## src/rtl/ninjin_s_axi_image.sv

```systemverilog
// ninjin_s_axi_image: AXI4 slave mapping burst reads/writes onto the ninjin image RAM port
module ninjin_s_axi_image #(
    parameter int BWIDTH     = 32,
    parameter int MEMSIZE    = 12,
    parameter int LSB        = 2,
    parameter int DATA_WIDTH = BWIDTH,
    parameter int ADDR_WIDTH = BWIDTH,
    parameter int ID_WIDTH   = 12
) (
    input  logic                    clk,
    input  logic                    rst,
    input  logic [ID_WIDTH-1:0]     awid,
    input  logic [ADDR_WIDTH-1:0]   awaddr,
    input  logic [7:0]              awlen,
    input  logic [2:0]              awsize,
    input  logic [1:0]              awburst,
    input  logic                    awlock,
    input  logic [3:0]              awcache,
    input  logic [2:0]              awprot,
    input  logic [3:0]              awqos,
    input  logic                    awvalid,
    output logic                    awready,
    input  logic [DATA_WIDTH-1:0]   wdata,
    input  logic [DATA_WIDTH/8-1:0] wstrb,
    input  logic                    wlast,
    input  logic                    wvalid,
    output logic                    wready,
    output logic [ID_WIDTH-1:0]     bid,
    output logic [1:0]              bresp,
    output logic                    bvalid,
    input  logic                    bready,
    input  logic [ID_WIDTH-1:0]     arid,
    input  logic [ADDR_WIDTH-1:0]   araddr,
    input  logic [7:0]              arlen,
    input  logic [2:0]              arsize,
    input  logic [1:0]              arburst,
    input  logic                    arlock,
    input  logic [3:0]              arcache,
    input  logic [2:0]              arprot,
    input  logic [3:0]              arqos,
    input  logic                    arvalid,
    output logic                    arready,
    output logic [ID_WIDTH-1:0]     rid,
    output logic [DATA_WIDTH-1:0]   rdata,
    output logic [1:0]              rresp,
    output logic                    rlast,
    output logic                    rvalid,
    input  logic                    rready,
    output logic                    mem_we,
    output logic [MEMSIZE-1:0]      mem_waddr,
    output logic [BWIDTH-1:0]       mem_wdata,
    output logic [MEMSIZE-1:0]      mem_raddr,
    input  logic [BWIDTH-1:0]       mem_rdata
);
    typedef enum logic [1:0] {W_IDLE, W_DATA, W_RESP} w_state_t;
    typedef enum logic {R_IDLE, R_BUSY} r_state_t;
    w_state_t w_state, w_next;
    r_state_t r_state, r_next;
    logic [MEMSIZE-1:0] w_addr, r_addr;
    logic [7:0] w_cnt;
    logic [8:0] r_rem;
    logic w_bad, w_err, r_bad, pend, pend_last, beat, full, fetch, pop, pop_f, push;
    logic [1:0] occ, f_last;
    logic [BWIDTH-1:0] f_data [2];
    logic unused;
    assign unused = ^{awsize, awlock, awcache, awprot, awqos, arsize, arlock, arcache, arprot, arqos,
                      awaddr, araddr, awburst, arburst};
    assign beat = wvalid && wready;
    assign full = &wstrb;
    assign bresp = w_err ? 2'b10 : 2'b00;
    assign mem_raddr = r_addr;
    // the beat arriving from RAM bypasses the FIFO when it is empty, giving rvalid at T+2
    assign rvalid = occ != 2'd0 || pend;
    assign rdata = occ != 2'd0 ? f_data[0] : (pend ? mem_rdata : '0);
    assign rlast = occ != 2'd0 ? f_last[0] : pend && pend_last;
    assign rresp = r_bad ? 2'b10 : 2'b00;
    assign pop = rvalid && rready;
    assign pop_f = pop && occ != 2'd0;
    assign push = pend && !(pop && occ == 2'd0);
    assign fetch = r_state == R_BUSY && r_rem != 9'd0 && occ + {1'b0, pend} < 2'd2;
    always_comb begin
        w_next = w_state;
        awready = 1'b0;
        wready = 1'b0;
        bvalid = 1'b0;
        unique case (w_state)
            W_IDLE: begin
                awready = !rst;
                if (awvalid) w_next = W_DATA;
            end
            W_DATA: begin
                wready = 1'b1;
                if (wvalid && (wlast || w_cnt == 8'd0)) w_next = W_RESP;
            end
            W_RESP: begin
                bvalid = 1'b1;
                if (bready) w_next = W_IDLE;
            end
            default: w_next = W_IDLE;
        endcase
    end
    always_comb begin
        r_next = r_state;
        arready = 1'b0;
        unique case (r_state)
            R_IDLE: begin
                arready = !rst;
                if (arvalid) r_next = R_BUSY;
            end
            R_BUSY: if (pop && rlast) r_next = R_IDLE;
            default: r_next = R_IDLE;
        endcase
    end
    always_ff @(posedge clk or posedge rst) begin
        if (rst) begin
            w_state <= W_IDLE;
            r_state <= R_IDLE;
        end else begin
            w_state <= w_next;
            r_state <= r_next;
        end
    end
    always_ff @(posedge clk or posedge rst) begin
        if (rst) begin
            bid <= '0;
            w_addr <= '0;
            w_cnt <= '0;
            w_bad <= 1'b0;
            w_err <= 1'b0;
            mem_we <= 1'b0;
            mem_waddr <= '0;
            mem_wdata <= '0;
        end else begin
            mem_we <= beat && !w_bad && full;
            if (awvalid && awready) begin
                bid <= awid;
                w_addr <= awaddr[LSB +: MEMSIZE];
                w_cnt <= awlen;
                w_bad <= awburst[1];
                w_err <= awburst[1];
            end
            if (beat) begin
                w_addr <= w_addr + MEMSIZE'(1);
                w_cnt <= w_cnt - 8'd1;
                // early wlast and missing wlast both show up as wlast disagreeing with the count
                w_err <= w_err || !full || (wlast != (w_cnt == 8'd0));
                if (!w_bad && full) begin
                    mem_waddr <= w_addr;
                    mem_wdata <= wdata;
                end
            end
        end
    end
    always_ff @(posedge clk or posedge rst) begin
        if (rst) begin
            rid <= '0;
            r_addr <= '0;
            r_rem <= '0;
            r_bad <= 1'b0;
            pend <= 1'b0;
            pend_last <= 1'b0;
            occ <= '0;
            f_last <= '0;
            f_data[0] <= '0;
            f_data[1] <= '0;
        end else begin
            pend <= fetch;
            pend_last <= fetch && r_rem == 9'd1;
            if (arvalid && arready) begin
                rid <= arid;
                r_addr <= araddr[LSB +: MEMSIZE];
                r_rem <= {1'b0, arlen} + 9'd1;
                r_bad <= arburst[1];
            end
            if (fetch) begin
                r_addr <= r_addr + MEMSIZE'(1);
                r_rem <= r_rem - 9'd1;
            end
            if (pop_f) begin
                f_data[0] <= f_data[1];
                f_last[0] <= f_last[1];
            end
            if (push) begin
                f_data[occ[0] && !pop_f] <= mem_rdata;
                f_last[occ[0] && !pop_f] <= pend_last;
            end
            occ <= occ + {1'b0, push} - {1'b0, pop_f};
        end
    end
endmodule

```

## config.mk

```make
export PLATFORM = sky130hd
export DESIGN_NAME = ninjin_s_axi_image
export DESIGN_NICKNAME = d
export VERILOG_FILES = /design/src/rtl/ninjin_s_axi_image.sv
export SDC_FILE = /design/constraint.sdc
export NUM_CORES = 1
export LEC_CHECK = 0
export ABC_AREA = 0
export CAP_MARGIN = 25
export CORE_AREA = 2 2 175 177
export CTS_CLUSTER_DIAMETER = 150
export CTS_CLUSTER_SIZE = 24
export DETAILED_ROUTE_END_ITERATION = 16
export DIE_AREA = 0 0 177 179
export RECOVER_POWER = 50
export SLEW_MARGIN = 30
export SYNTH_ARGS = -nofsm -noshare
export SYNTH_HDL_FRONTEND = slang
export SYNTH_SLANG_ARGS = --single-unit
```

## constraint.sdc

```tcl
create_clock -name clk -period 18.64 [get_ports clk]
set_clock_uncertainty 0.05 [all_clocks]
set_input_delay 3.728 -clock clk [delete_from_list [all_inputs] [get_ports clk]]
set_output_delay 3.728 -clock clk [all_outputs]
set_load 0.01 [all_outputs]
```

# Word-level counts from Yosys, hierarchy flattened

Index checks and enable logic that the tools add are counted.

Register bits after elaboration: 186
Bits of input ports: 214
Word-level logic and storage cells: 117

Add/subtract/negate cells: 8
Order comparisons: 5
Equality and inequality tests: 7
Muxes and demuxes: 36
Bitwise operators: 2
Reduce and logical (&&, ||, !) cells: 38

Operator list:

| operator                                                            | number |
|---|---|
| 32-bit two-way mux                                                  | 4 |
| 64-bit bitwise mux                                                  | 1 |
| 64-bit two-way mux                                                  | 1 |
| 12-bit two-way mux                                                  | 4 |
| 32-bit demux with 1-bit select                                      | 1 |
| 12-bit by 1-bit adder with 12-bit output (second input constant)    | 2 |
| 1-bit logical AND                                                   | 19 |
| 9-bit two-way mux                                                   | 2 |
| 8-bit two-way mux                                                   | 2 |
| 1-bit two-way mux                                                   | 12 |
| 2-bit two-way mux                                                   | 5 |
| 8-bit by 1-bit adder with 9-bit output (second input constant)      | 1 |
| 9-bit by 1-bit == test with 1-bit output (second input constant)    | 1 |
| 9-bit nonzero test                                                  | 1 |
| 9-bit by 1-bit subtractor with 9-bit output (second input constant) | 1 |
| 8-bit zero test                                                     | 1 |
| 8-bit by 1-bit subtractor with 8-bit output (second input constant) | 1 |
| 2-bit inequality test (second input constant)                       | 3 |
| 2-bit one-hot mux with 3 select lines                               | 1 |
| 2-bit nonzero test                                                  | 3 |
| 1-bit zero test                                                     | 5 |
| 2-bit by 1-bit adder with 2-bit output                              | 2 |
| 2-bit zero test                                                     | 2 |
| 1-bit logical OR                                                    | 4 |
| 17 further kinds                                                    | 17 |

# Depth between registers and ports, before layout

Gate-level depths: netlist of the first run.

Depth in word-level cells: 13
Mapped depth: 10
Depth with buffers taken out: 8

# Worst setup path after synthesis of the first run

OpenSTA, ideal clock, no wires.

Path kind: input to output
From: input port mem_rdata[31]
To: output port rdata[31]
Data arrival time: 4.051 ns
Required time: 14.862 ns
Path slack: 10.811 ns
Stages: 2
Buffers on the path: 0
Cells stage by stage: nand2_1 -> o21ai_0

Longest elaborated chain between the ends: 2

RTL lines:

| what                            | RTL line | text |
|---|---|---|
| start, declared                 | 53       | `input logic [BWIDTH-1:0] mem_rdata` |
| 32-bit two-way mux (2 in a row) | 74       | `assign rdata = occ != 2'd0 ? f_data[0] : (pend ? mem_rdata : '0);` |
| end, declared                   | 44       | `output logic [DATA_WIDTH-1:0] rdata,` |

No other way between the ends.

# Worst setup path in the final report of the first run

From: input port rst
To: output port arready

Longest elaborated chain between the ends: 2

RTL lines:

| what                      | RTL line | text |
|---|---|---|
| start, declared           | 11       | `input logic rst,` |
| 1-bit zero test (no line) | --       |  |
| 1-bit two-way mux         | 105      | `unique case (r_state)` |
| end, declared             | 42       | `output logic arready,` |

No other way between the ends.

==> results.md, run 1 <==
* Run status: finished with violations
* Violated checks: max-capacitance violations, max-slew violations
* Fraction of synthesized cell area in xor and xnor cells at 0.006944
* Antenna Violating Nets Remaining at 0
* Critical path class: in2out
* Number of standard cells after synthesis at 842
* Number of buffers on the longest clock path at 2
* Count of input and output buffers at about 260
* Number of clock buffers inserted by TritonCTS at 17
* Antenna diode count at 0
* Transition time of the tightest slew-check pin at 4.789 ns
* Sinks on the clock net at around 190
* Starting DRT DRC Count at 310
* Highest fanout seen on the critical path at 4
* Global-route usage over all layers at 0.1502
* Final cell utilization of the core at 0.4082
* Initial antenna violation count at 2
* Leakage at 0.005434 uW
* Layout-stage area growth over the synthesis result at 38.85%
* Total of hold buffers inserted after clock tree synthesis at 0
* Synthesis warning total at 0
* Post-Route Hold Slack at 0.4203 ns
* Number of synthesized flops with an enable pin at 0
* Mean number of vias per cell at about 4.7
* Synthesized flop and latch total at 186
* Min Clock Period, post-route at around 9.0 ns
* Sum of negative setup slack at 0 ns
* Share of final-layout standard cells stronger than drive strength 1 at 0.09754
* Estimated wirelength of the detail-placed design at 15650 um
* Vias in the first global route at between 7k and 8k
* Worst slew margin at -2.210
* Area of the die at around 32000 um2
* Number of slew-limit violations in the final report at between 200 and 250
* Multiplexer fraction of the synthesized cell area at 0.1356
* Post-route standard cell area excluding fillers at between 10000 and 15000 um2
* Worst hold path depth at 2
* Data required time at the worst endpoint at roughly 15 ns
* Count of buffer and inverter cells on the critical path at 2
* Wire length of the first global-routing pass at between 30000 and 40000 um
* PnR worst setup slack at ~9.6 ns
* Core region area at between 30000 and 40000 um2
* Routed len/inst at between 15 and 20 um
* # fillers at around 3k
* Resized Gates After CTS at 0
* Die height at around 180 um
* Setup violators final at 0
* Clock Pin Slew Worst Setup and Hold Paths at about 0.080 ns
* Placement-stage cell area at around 12000 um2
* Crit-path cells: dlygate4sd3_1, nor2_1, clkdlybuf4s50_1
* Largest family of logic cells by synthesized area: simple AND/OR/NAND/NOR gates
* Number of stages on the worst setup path at 3
* Pwr Density at around 150 nW/um2
* Peak per-stage delay on the critical path at 0.65 ns
* # DRC at 0
* Number of primary I/O pins at 337
* RSZ-0062 raised after global routing: no
* Fraction of the yosys area taken by sequential cells at 0.5272
* Worst setup slack after placement at around 9.6 ns
* Final-stage net count at 1308
* Async set or reset register ratio after synthesis at 1.000
* Fmax achieved at between 100 and 150 MHz
* Routability-driven placement congestion ratio at around 0.74
* Global route overflow at 0
* Simple logic cell fraction of the synthesized area at 0.1634
* Kind of end point of the critical path: output pin
* Complex-gate fraction of the synthesized area at 0.1107
* Clock latency on the worst-skew pair at 0.43 ns
* Row count at 64
* Largest net degree at the start of global routing at between 100 and 150
* Fin. Hold Viols at 0
* Clock tree from TritonCTS: done
* CP Data Arrival Time at roughly 5.3 ns
* Total number of vias at between 7k and 8k
* Deepest level of the CTS H-tree at 4
* Worst-case vdd ir drop at between 0.00005 and 0.00006 V
* Worst-case reg-to-reg path depth at 7
* Standard cell with the maximum stage delay on the critical path: sky130_fd_sc_hd__dlygate4sd3_1
* Detailed Route WL at roughly 23000 um
* Number of distinct library cells after synthesis at 71
* Worst min path class: reg2reg
* Category of cells accounting for the largest share of critical-path delay: buffers and inverters
* Flip-flop cell with the highest count after synthesis: sky130_fd_sc_hd__dfrtp_1
* Post-synthesis area per instance at 10.49 um2
* Adder-cell area share of the yosys netlist at 0.01417
* Effective utilization at floorplan at 0.2940
* Detailed Routing Iterations Pass 1 at 4
* Root buf cell: sky130_fd_sc_hd__clkbuf_16
* Critical path startpoint category: input pin
* Syn Std Cell Area at around 9000 um2
* Max-cap check violation count at 5
* Width of the die at around 180 um
* Setup Buffers After CTS at 0
* Final period util at 0.4845
flip-flops by register name, indices dropped and copies added (netlist names), 2 cells and up:
name	flops
f_data	64
mem_wdata	32
bid	12
mem_raddr	12
mem_waddr	12
rid	12
w_addr	12
r_rem	9
w_cnt	8
f_last	2
occ	2
w_state	2
per-layer routing:
metal	up-vias	track usage	wire, um
li1	3436	-	-
met1	3442	0.1954	10380
met2	167	0.2555	11480
met3	15	0.03032	1078
met4	2	0.03753	234
met5	-	0	13
path summary, 6_finish.rpt:
check                                         from               endpoint  slack, ns
worst min register to register  rid[7]$_DFFE_PP0P_     rid[7]$_DFFE_PP0P_       0.42
max in group asynchronous                      rst  w_addr[9]$_DFFE_PP0P_      11.12
worst min-delay path            rid[7]$_DFFE_PP0P_     rid[7]$_DFFE_PP0P_       0.42
worst max register to register    occ[0]$_DFF_PP0_   f_data[37]$_DFF_PP0_      14.68
min in group asynchronous                      rst       occ[1]$_DFF_PP0_       5.28
worst max-delay path                           rst                arready       9.61
per-stage QoR:
step                total power (uW)  std cells
floorplan                       1155        843
global placement                1489       1461
finish                          1821       1493
global route                    1972       1493
CTS                             1885       1493
detailed placement              1508       1461
placed cells by master, fill, tap and decap left out, types with 4 or more instances in the layout:
| master | Yosys | layout |
|---|---|---|
| sky130_fd_sc_hd__dlygate4sd3_1 | 0 | 76 |
| sky130_fd_sc_hd__a311oi_1 | 8 | 8 |
| sky130_fd_sc_hd__xnor2_1 | 6 | 6 |
| sky130_fd_sc_hd__nor2b_1 | 4 | 4 |
| sky130_fd_sc_hd__mux2_2 | 47 | 47 |
| sky130_fd_sc_hd__mux2_1 | 30 | 30 |
| sky130_fd_sc_hd__inv_8 | 0 | 4 |
| sky130_fd_sc_hd__a211oi_1 | 8 | 8 |
| sky130_fd_sc_hd__o21ai_0 | 57 | 66 |
| sky130_fd_sc_hd__mux2i_1 | 33 | 33 |
| sky130_fd_sc_hd__nor3_1 | 11 | 11 |
| sky130_fd_sc_hd__o21ai_1 | 22 | 13 |
| sky130_fd_sc_hd__buf_4 | 11 | 6 |
| sky130_fd_sc_hd__clkdlybuf4s50_1 | 0 | 186 |
| sky130_fd_sc_hd__nand2_1 | 198 | 200 |
| sky130_fd_sc_hd__nand4_1 | 7 | 7 |
| sky130_fd_sc_hd__ha_1 | 10 | 10 |
| sky130_fd_sc_hd__a221o_1 | 9 | 9 |
| sky130_fd_sc_hd__and3_1 | 8 | 8 |
| sky130_fd_sc_hd__a21oi_1 | 10 | 10 |
| sky130_fd_sc_hd__nand3_1 | 19 | 19 |
| sky130_fd_sc_hd__inv_1 | 12 | 11 |
| sky130_fd_sc_hd__dfrtp_1 | 186 | 186 |
| sky130_fd_sc_hd__o211ai_1 | 5 | 5 |
| sky130_fd_sc_hd__o21ai_2 | 4 | 4 |
| sky130_fd_sc_hd__nor2_1 | 34 | 34 |
| sky130_fd_sc_hd__clkbuf_16 | 0 | 17 |
synthesized netlist by cell type (5+ instances only):
master	n	share of area
sky130_fd_sc_hd__nand4_1	7	0.0050
sky130_fd_sc_hd__a221o_1	9	0.010
sky130_fd_sc_hd__nand3_1	19	0.011
sky130_fd_sc_hd__nor2_1	34	0.014
sky130_fd_sc_hd__inv_1	12	0.0051
sky130_fd_sc_hd__buf_6	10	0.013
sky130_fd_sc_hd__ha_1	10	0.014
sky130_fd_sc_hd__o21ai_1	22	0.012
sky130_fd_sc_hd__o21ai_0	57	0.032
sky130_fd_sc_hd__buf_4	11	0.0094
sky130_fd_sc_hd__xnor2_1	6	0.0060
sky130_fd_sc_hd__o211ai_1	5	0.0043
sky130_fd_sc_hd__mux2_2	47	0.060
sky130_fd_sc_hd__clkbuf_1	18	0.0077
sky130_fd_sc_hd__mux2_1	30	0.038
sky130_fd_sc_hd__a21oi_1	10	0.0057
sky130_fd_sc_hd__dfrtp_1	186	0.53
sky130_fd_sc_hd__mux2i_1	33	0.037
sky130_fd_sc_hd__nand2_1	198	0.084
sky130_fd_sc_hd__nor3_1	11	0.0062
sky130_fd_sc_hd__buf_2	6	0.0034
sky130_fd_sc_hd__a211oi_1	8	0.0068
sky130_fd_sc_hd__a311oi_1	8	0.0079
sky130_fd_sc_hd__and3_1	8	0.0057
worst reg2reg max path, stage by stage, from the launching register on:
cell and delay, ns:
sky130_fd_sc_hd__dfrtp_1 0.43, sky130_fd_sc_hd__or2_2 0.46, sky130_fd_sc_hd__buf_4 0.46, sky130_fd_sc_hd__nand2_1 0.16
sky130_fd_sc_hd__ha_1 0.21, sky130_fd_sc_hd__nor2b_1 1.34, sky130_fd_sc_hd__buf_4 0.54, sky130_fd_sc_hd__o21ai_0 0.18
power breakdown:
group	internal, uW	switching [uW]
sequential	571	106
combinational	397	385
clock	185	178
total	1150	669
kinds of logic after synthesis:
kind of cell / Yosys count
muxes: 110
adders and majority gates: 10
xor gates and xnor gates: 7
DFF: 186
AOI/OAI and AO/OA: 150
and+or+nand+nor: 316
other: 1
buffers and inverters: 62
layout make-up:
| cell class | instances | area (um2) | area share |
|---|---|---|---|
| clock buffer | 19 | 452.9 | 0.03695 |
| clock inverter | 13 | 127.6 | 0.01041 |
| sequential | 186 | 4654 | 0.3797 |
| timing repair buffer | 271 | 2686 | 0.2191 |
| inverter | 13 | 52.55 | 0.004287 |
| tap | 396 | 495.5 | 0.04042 |
| multi-input combinational | 595 | 3789 | 0.3091 |
Power figures use the tool's default switching activity.
==> run 2, diff against run 1 <==
clock period = 8.5 ns   (was 18.64 ns; I/O delays follow)
==> run 2 against run 1 <==
  * The run still ends with max-capacitance violations, max-slew violations left
  * Worst setup slack lost 6.5 ns
  * Sequential share of layout area grew 0.10 points
  * Via count rose by 0.59%
  * Clock-buffer cell count up 1
  * Critical path depth up 2
  * Largest power group unchanged
  * Highest routed layer is now met4
==> results.md, run 2 (synthesis gave the netlist of run 1 again) <==
* Top register by number of flip-flops: f_data
* Final cell utilization of the core at 0.4071
* Worst-case reg-to-reg path depth at 6
* Comb power frac at 0.432
* # fillers at 2940
* Number of slew-limit violations in the final report at between 100 and 150
* Relative contribution of sequential cells to total power at 0.375
* Global route overflow at 0
* Critical path class: reg2out
* Resized Gates After CTS at 0
* Sinks on the clock net at between 150 and 200
* Post-Route Hold Slack at about 0.42 ns
* Mean number of vias per cell at approximately 4.8
* Max reg flops at between 60 and 70
* Most common library cell in the layout ignoring fill and taps: sky130_fd_sc_hd__nand2_1
* Clock latency on the worst-skew pair at between 0.4 and 0.5 ns
* Violated checks: max-capacitance violations, max-slew violations
* Startpoint of the most critical register-to-register path: occ[0]$_DFF_PP0_
* CP Data Arrival Time at around 3.7 ns
* Total of hold buffers inserted after clock tree synthesis at 0
* Critical path endpoint: rlast
* Number of buffers on the longest clock path at 2
* Root buf cell: sky130_fd_sc_hd__clkbuf_16
* Setup Buffers After CTS at 0
* Final period util at 0.6351
* Run status: finished with violations
* Clock tree from TritonCTS: done
* Estimated wirelength of the detail-placed design at around 16000 um
* Sum of negative setup slack at 0 ns
* Global-route usage over all layers at 0.1497
* Worst min path class: reg2reg
* Initial antenna violation count at 0
* Data required time at the worst endpoint at between 6 and 7 ns
* Clock Pin Slew Worst Setup and Hold Paths at around 0.070 ns
* Routability-driven placement congestion ratio at between 0.7 and 0.8
* Fmax achieved at 185.2 MHz
* Clock power frac at 0.193
* Antenna Violating Nets Remaining at 0
* Worst slew margin at -0.3408
* Area occupied by registers at around 4700 um2
* Pwr Density at 323.7 nW/um2
* Wire length of the first global-routing pass at 37780 um
* Critical path startpoint category: flip-flop
* Footprint of the multi-input gates at around 3800 um2
* Vias in the first global route at ~7.0k
* Terminus of the critical flop-to-flop path: f_data[37]$_DFF_PP0_
* Share of final-layout standard cells stronger than drive strength 1 at 0.09406
* PnR worst setup slack at just over 3 ns
* Largest registers in the final layout: f_data x64, mem_wdata x32
* Register-to-register path setup slack at 4.11 ns
* Leakage at roughly 0.0054 uW
* Detailed Route WL at approximately 23000 um
* Tot Pwr at between 3000 and 4000 uW
* Worst-case vdd ir drop at approximately 0.00011 V
* Sw Share at 0.3620
* Number of clock buffers inserted by TritonCTS at 17
* Detailed Routing Iterations Pass 1 at 5
* Max-cap check violation count at 5
* Core region area at approximately 30000 um2
* Kind of end point of the critical path: output pin
* Transition time of the tightest slew-check pin at roughly 2.0 ns
* Internal at roughly 2500 uW
* Count of input and output buffers at about 260
* Row count at 64
* Starting DRT DRC Count at approximately 430
* # DRC at 0
* Leading cell types in the layout, fill and taps excluded: sky130_fd_sc_hd__nand2_1, sky130_fd_sc_hd__dfrtp_1, sky130_fd_sc_hd__clkdlybuf4s50_1, sky130_fd_sc_hd__dlygate4sd3_1, sky130_fd_sc_hd__o21ai_0
* Worst hold path depth at 2
* Area of the die at about 32000 um2
* Min Clock Period, post-route at approximately 5.4 ns
* RSZ-0062 raised after global routing: no
* Highest fanout seen on the critical path at 35
* Largest net degree at the start of global routing at approximately 110
* Switching power at about 1400 uW
* Routed len/inst at 15.59 um
* Effective utilization at floorplan at 0.2940
* Fin. Hold Viols at 0
* Width of the die at 177 um
* Setup violators final at 0
* Final-stage net count at roughly 1.3k
* Die height at 179 um
* Deepest level of the CTS H-tree at 4
* Layout-stage area growth over the synthesis result at 38.46%
* Worst setup slack after placement at ~3.5 ns
* Antenna diode count at 0
* CP Launch Point: occ[0]$_DFF_PP0_
* Number of primary I/O pins at between 300 and 400
* Total number of vias at between 7k and 8k
==> run 2: cell types whose count changed in the layout (fill, tap and decap cells not counted), moves of 2 or more <==
cell	delta
sky130_fd_sc_hd__inv_6	-2
sky130_fd_sc_hd__clkinv_2	+4
sky130_fd_sc_hd__clkbuf_1	+2
sky130_fd_sc_hd__inv_8	-3
sky130_fd_sc_hd__clkdlybuf4s50_1	-9
sky130_fd_sc_hd__dlygate4sd3_1	+9
==> run 2: worst min-delay path by stage <==
stage / startpoint / to / slack, ns
final: bid[9]$_DFFE_PP0P_ / bid[9]$_DFFE_PP0P_ / 0.42
after global routing: mem_wdata[3]$_DFFE_PP0P_ / mem_wdata[3]$_DFFE_PP0P_ / 0.44
after CTS: rid[4]$_DFFE_PP0P_ / rid[4]$_DFFE_PP0P_ / 0.43
after detailed placement: rid[10]$_DFFE_PP0P_ / rid[10]$_DFFE_PP0P_ / 0.42
after global placement: rid[1]$_DFFE_PP0P_ / rid[1]$_DFFE_PP0P_ / 0.41
after floorplan: r_bad$_DFFE_PP0P_ / r_bad$_DFFE_PP0P_ / 0.40
==> run 2: worst max-delay path, cell delays in order, from the launching register on <==
cell,delay (ns)
sky130_fd_sc_hd__dfrtp_1,0.44
sky130_fd_sc_hd__or2_0,1.34
sky130_fd_sc_hd__buf_4,0.51
sky130_fd_sc_hd__nand2_1,0.08
sky130_fd_sc_hd__o21ai_0,0.15
sky130_fd_sc_hd__clkdlybuf4s50_1,0.67
==> run 2: power groups by stage <==
stage / clock, uW / sequential, uW / combinational [uW]
after floorplan: 0 / 1520 / 1020
after global placement: 0 / 1490 / 1780
after detailed placement: 0 / 1510 / 1800
after CTS: 795 / 1490 / 1810
after global routing: 833 / 1540 / 1910
final: 763 / 1480 / 1710
==> run 2: cell type report <==
| type | instances | area share |
|---|---|---|
| Tap cell | 396 | 0.04053 |
| Timing Repair Buffer | 270 | 0.2191 |
| Inverter | 13 | 0.004811 |
| Sequential cell | 186 | 0.3808 |
| Clock inverter | 11 | 0.008086 |
| Multi-Input combinational cell | 595 | 0.3101 |
| Clock buffer | 20 | 0.03654 |
==> run 2: metal layers <==
| metal | up-vias | global-route usage | part of all wire |
|---|---|---|---|
| met1 | 3480 | 0.1972 | 0.45 |
| met5 | - | 0 | 0 |
| li1 | 3430 | - | - |
| met3 | 16 | 0.03117 | 0.053 |
| met2 | 178 | 0.2481 | 0.48 |
| met4 | 0 | 0.04339 | 0.013 |
==> run 2: through the flow <==
stage / instances / area (um2)
after floorplan: 843 / 8832
final: 1491 / 12220
after global placement: 1460 / 11720
after CTS: 1491 / 12270
after global routing: 1491 / 12220
after detailed placement: 1460 / 11720
==> run 3, diff against run 2 <==
clock period = 5.4 ns   (was 8.5 ns; I/O delays follow)
==> run 3 against run 2 <==
  * Combinational power increased by 59%
  * Worst setup slack got worse by 1.9 ns
  * Via count decreased by 0.28%
  * Critical path type is now in2reg
  * Global-route usage decreased by 0.29 points
  * Clock-buffer cell count decreased by 3
  * Die area unchanged
  * The run still ends with max-capacitance violations, max-slew violations left
  * Final cell count increased by 0.40%
  * Clock power increased by 72%
==> results.md, run 3 (synthesis gave the netlist of run 1 again) <==
* Run status: finished with violations
* Violated checks: max-capacitance violations, max-slew violations
* Clock latency on the worst-skew pair at about 0.42 ns
* Routed wl met2 at approximately 11000 um
* Worst-case vdd ir drop at around 0.00023 V
* Final-stage net count at about 1.3k
* RSZ-0062 raised after global routing: no
* Layout-stage area growth over the synthesis result at 40.26%
* Clock Pin Slew Worst Setup and Hold Paths at ~0.08 ns
* PnR worst setup slack at around 1.2 ns
* Routed met3 length at ~1400 um
* Setup Buffers After CTS at 0
* Final period util at 0.7843
* Core region area at ~30000 um2
* Top register by number of flip-flops: f_data
* Max reg flops at 64
* Post-route met1 wirelength at just over 10000 um
* Global-route usage over all layers at 0.1468
* Width of the die at ~180 um
* Worst hold path depth at 2
* Largest net degree at the start of global routing at about 110
* Max-cap check violation count at 2
* Number of buffers on the longest clock path at 2
* Setup violators final at 0
* Sinks on the clock net at roughly 190
* Antenna Violating Nets Remaining at 0
* Area occupied by registers at 4654 um2
* Largest registers in the final layout: f_data x64, mem_wdata x32
* Area of the die at 31680 um2
* Total of hold buffers inserted after clock tree synthesis at 0
* Detailed Route WL at around 23000 um
* Number of slew-limit violations in the final report at 48
* Vias in the first global route at ~7.0k
* Highest fanout seen on the critical path at 19
* Leakage at 0.005502 uW
* # fillers at 2923
* Count of input and output buffers at about 260
* Estimated wirelength of the detail-placed design at about 16000 um
* Wire length of the first global-routing pass at 37140 um
* Kind of end point of the critical path: flip-flop
* CP Data Arrival Time at between 4 and 5 ns
* Footprint of the multi-input gates at roughly 3800 um2
* Die height at around 180 um
* Initial antenna violation count at 0
* Sum of negative setup slack at 0 ns
* Row count at between 60 and 70
* Fin. Hold Viols at 0
* Routed len/inst at between 15 and 20 um
* Total number of vias at about 7.1k
* Mean number of vias per cell at roughly 4.7
* Leading cell types in the layout, fill and taps excluded: sky130_fd_sc_hd__nand2_1, sky130_fd_sc_hd__dfrtp_1, sky130_fd_sc_hd__clkdlybuf4s50_1, sky130_fd_sc_hd__dlygate4sd3_1, sky130_fd_sc_hd__o21ai_0
* # DRC at 0
* Starting DRT DRC Count at 384
* Transition time of the tightest slew-check pin at roughly 2.4 ns
* Highest signal layer in the routed design: met4
* Resized Gates After CTS at 0
* Critical path startpoint category: input pin
* Fmax achieved at ~240 MHz
* Pwr Density at 515.7 nW/um2
* Clock tree from TritonCTS: done
* Number of clock buffers inserted by TritonCTS at 17
* Share of final-layout standard cells stronger than drive strength 1 at 0.1017
* Min Clock Period, post-route at between 4 and 5 ns
* Worst min path class: reg2reg
* Effective utilization at floorplan at 0.2940
* Global route overflow at 0
* Worst slew margin at -0.6196
* Critical path class: in2reg
* Routability-driven placement congestion ratio at between 0.7 and 0.8
* Detailed Routing Iterations Pass 1 at 5
* Number of primary I/O pins at around 340
* Data required time at the worst endpoint at between 5 and 6 ns
* Worst setup slack after placement at about 1.7 ns
* Root buf cell: sky130_fd_sc_hd__clkbuf_16
* Deepest level of the CTS H-tree at 4
* Antenna diode count at 0
* Worst-case reg-to-reg path depth at 5
* Most common library cell in the layout ignoring fill and taps: sky130_fd_sc_hd__nand2_1
-- run 3: layout make-up --
| class | instances | share of cell area |
|---|---|---|
| tap | 396 | 0.04001 |
| multi-input combinational | 595 | 0.3070 |
| clock inverter | 15 | 0.01617 |
| sequential | 186 | 0.3759 |
| inverter | 13 | 0.004244 |
| clock buffer | 17 | 0.03435 |
| timing repair buffer | 275 | 0.2224 |
-- run 3: worst max-delay path, cell delays in order --
cell	delay (ns)
sky130_fd_sc_hd__dlygate4sd3_1	0.65
sky130_fd_sc_hd__nor4b_1	1.90
sky130_fd_sc_hd__buf_4	0.49
sky130_fd_sc_hd__nor2_1	0.07
sky130_fd_sc_hd__a211oi_1	0.21
sky130_fd_sc_hd__a21oi_1	0.07
-- run 3: routing by layer --
metal	track usage	vias up
met5	0	-
met4	0.03891	0
met3	0.03478	11
met2	0.2446	183
met1	0.1911	3444
li1	-	3446
-- run 3: report_power, final --
group	internal, uW	switching, uW
clock	675	636
combinational	1400	1320
sequential	1970	384
-- run 3: metrics by stage --
stage / power (uW) / utilization / instances / hold WS (ns) / instance area, um2
2_1_floorplan: 3989 / - / 843 / 0.3969 / 8836
6_report: 6385 / 0.4124 / 1497 / 0.4205 / 12380
4_1_cts: 6558 / 0.4128 / 1496 / 0.4309 / 12400
3_3_place_gp: 5148 / 0.3920 / 1464 / 0.4090 / 11770
5_1_grt: 6905 / 0.4124 / 1497 / 0.4445 / 12380
3_5_place_dp: 5213 / 0.3920 / 1464 / 0.4108 / 11770
-- run 3: path summary, 6_finish.rpt --
check,start,to,slack (ns)
min reg2reg,rid[8]$_DFFE_PP0P_,rid[8]$_DFFE_PP0P_,0.42
max in group asynchronous,rst,f_data[0]$_DFFE_PP0P_,2.44
max reg2reg,w_state[0]$_DFFE_PP0P_,w_cnt[1]$_DFFE_PP0P_,1.98
min in group asynchronous,rst,bid[5]$_DFFE_PP0P_,1.53
min,rid[8]$_DFFE_PP0P_,rid[8]$_DFFE_PP0P_,0.42
max,rst,w_cnt[1]$_DFFE_PP0P_,1.16
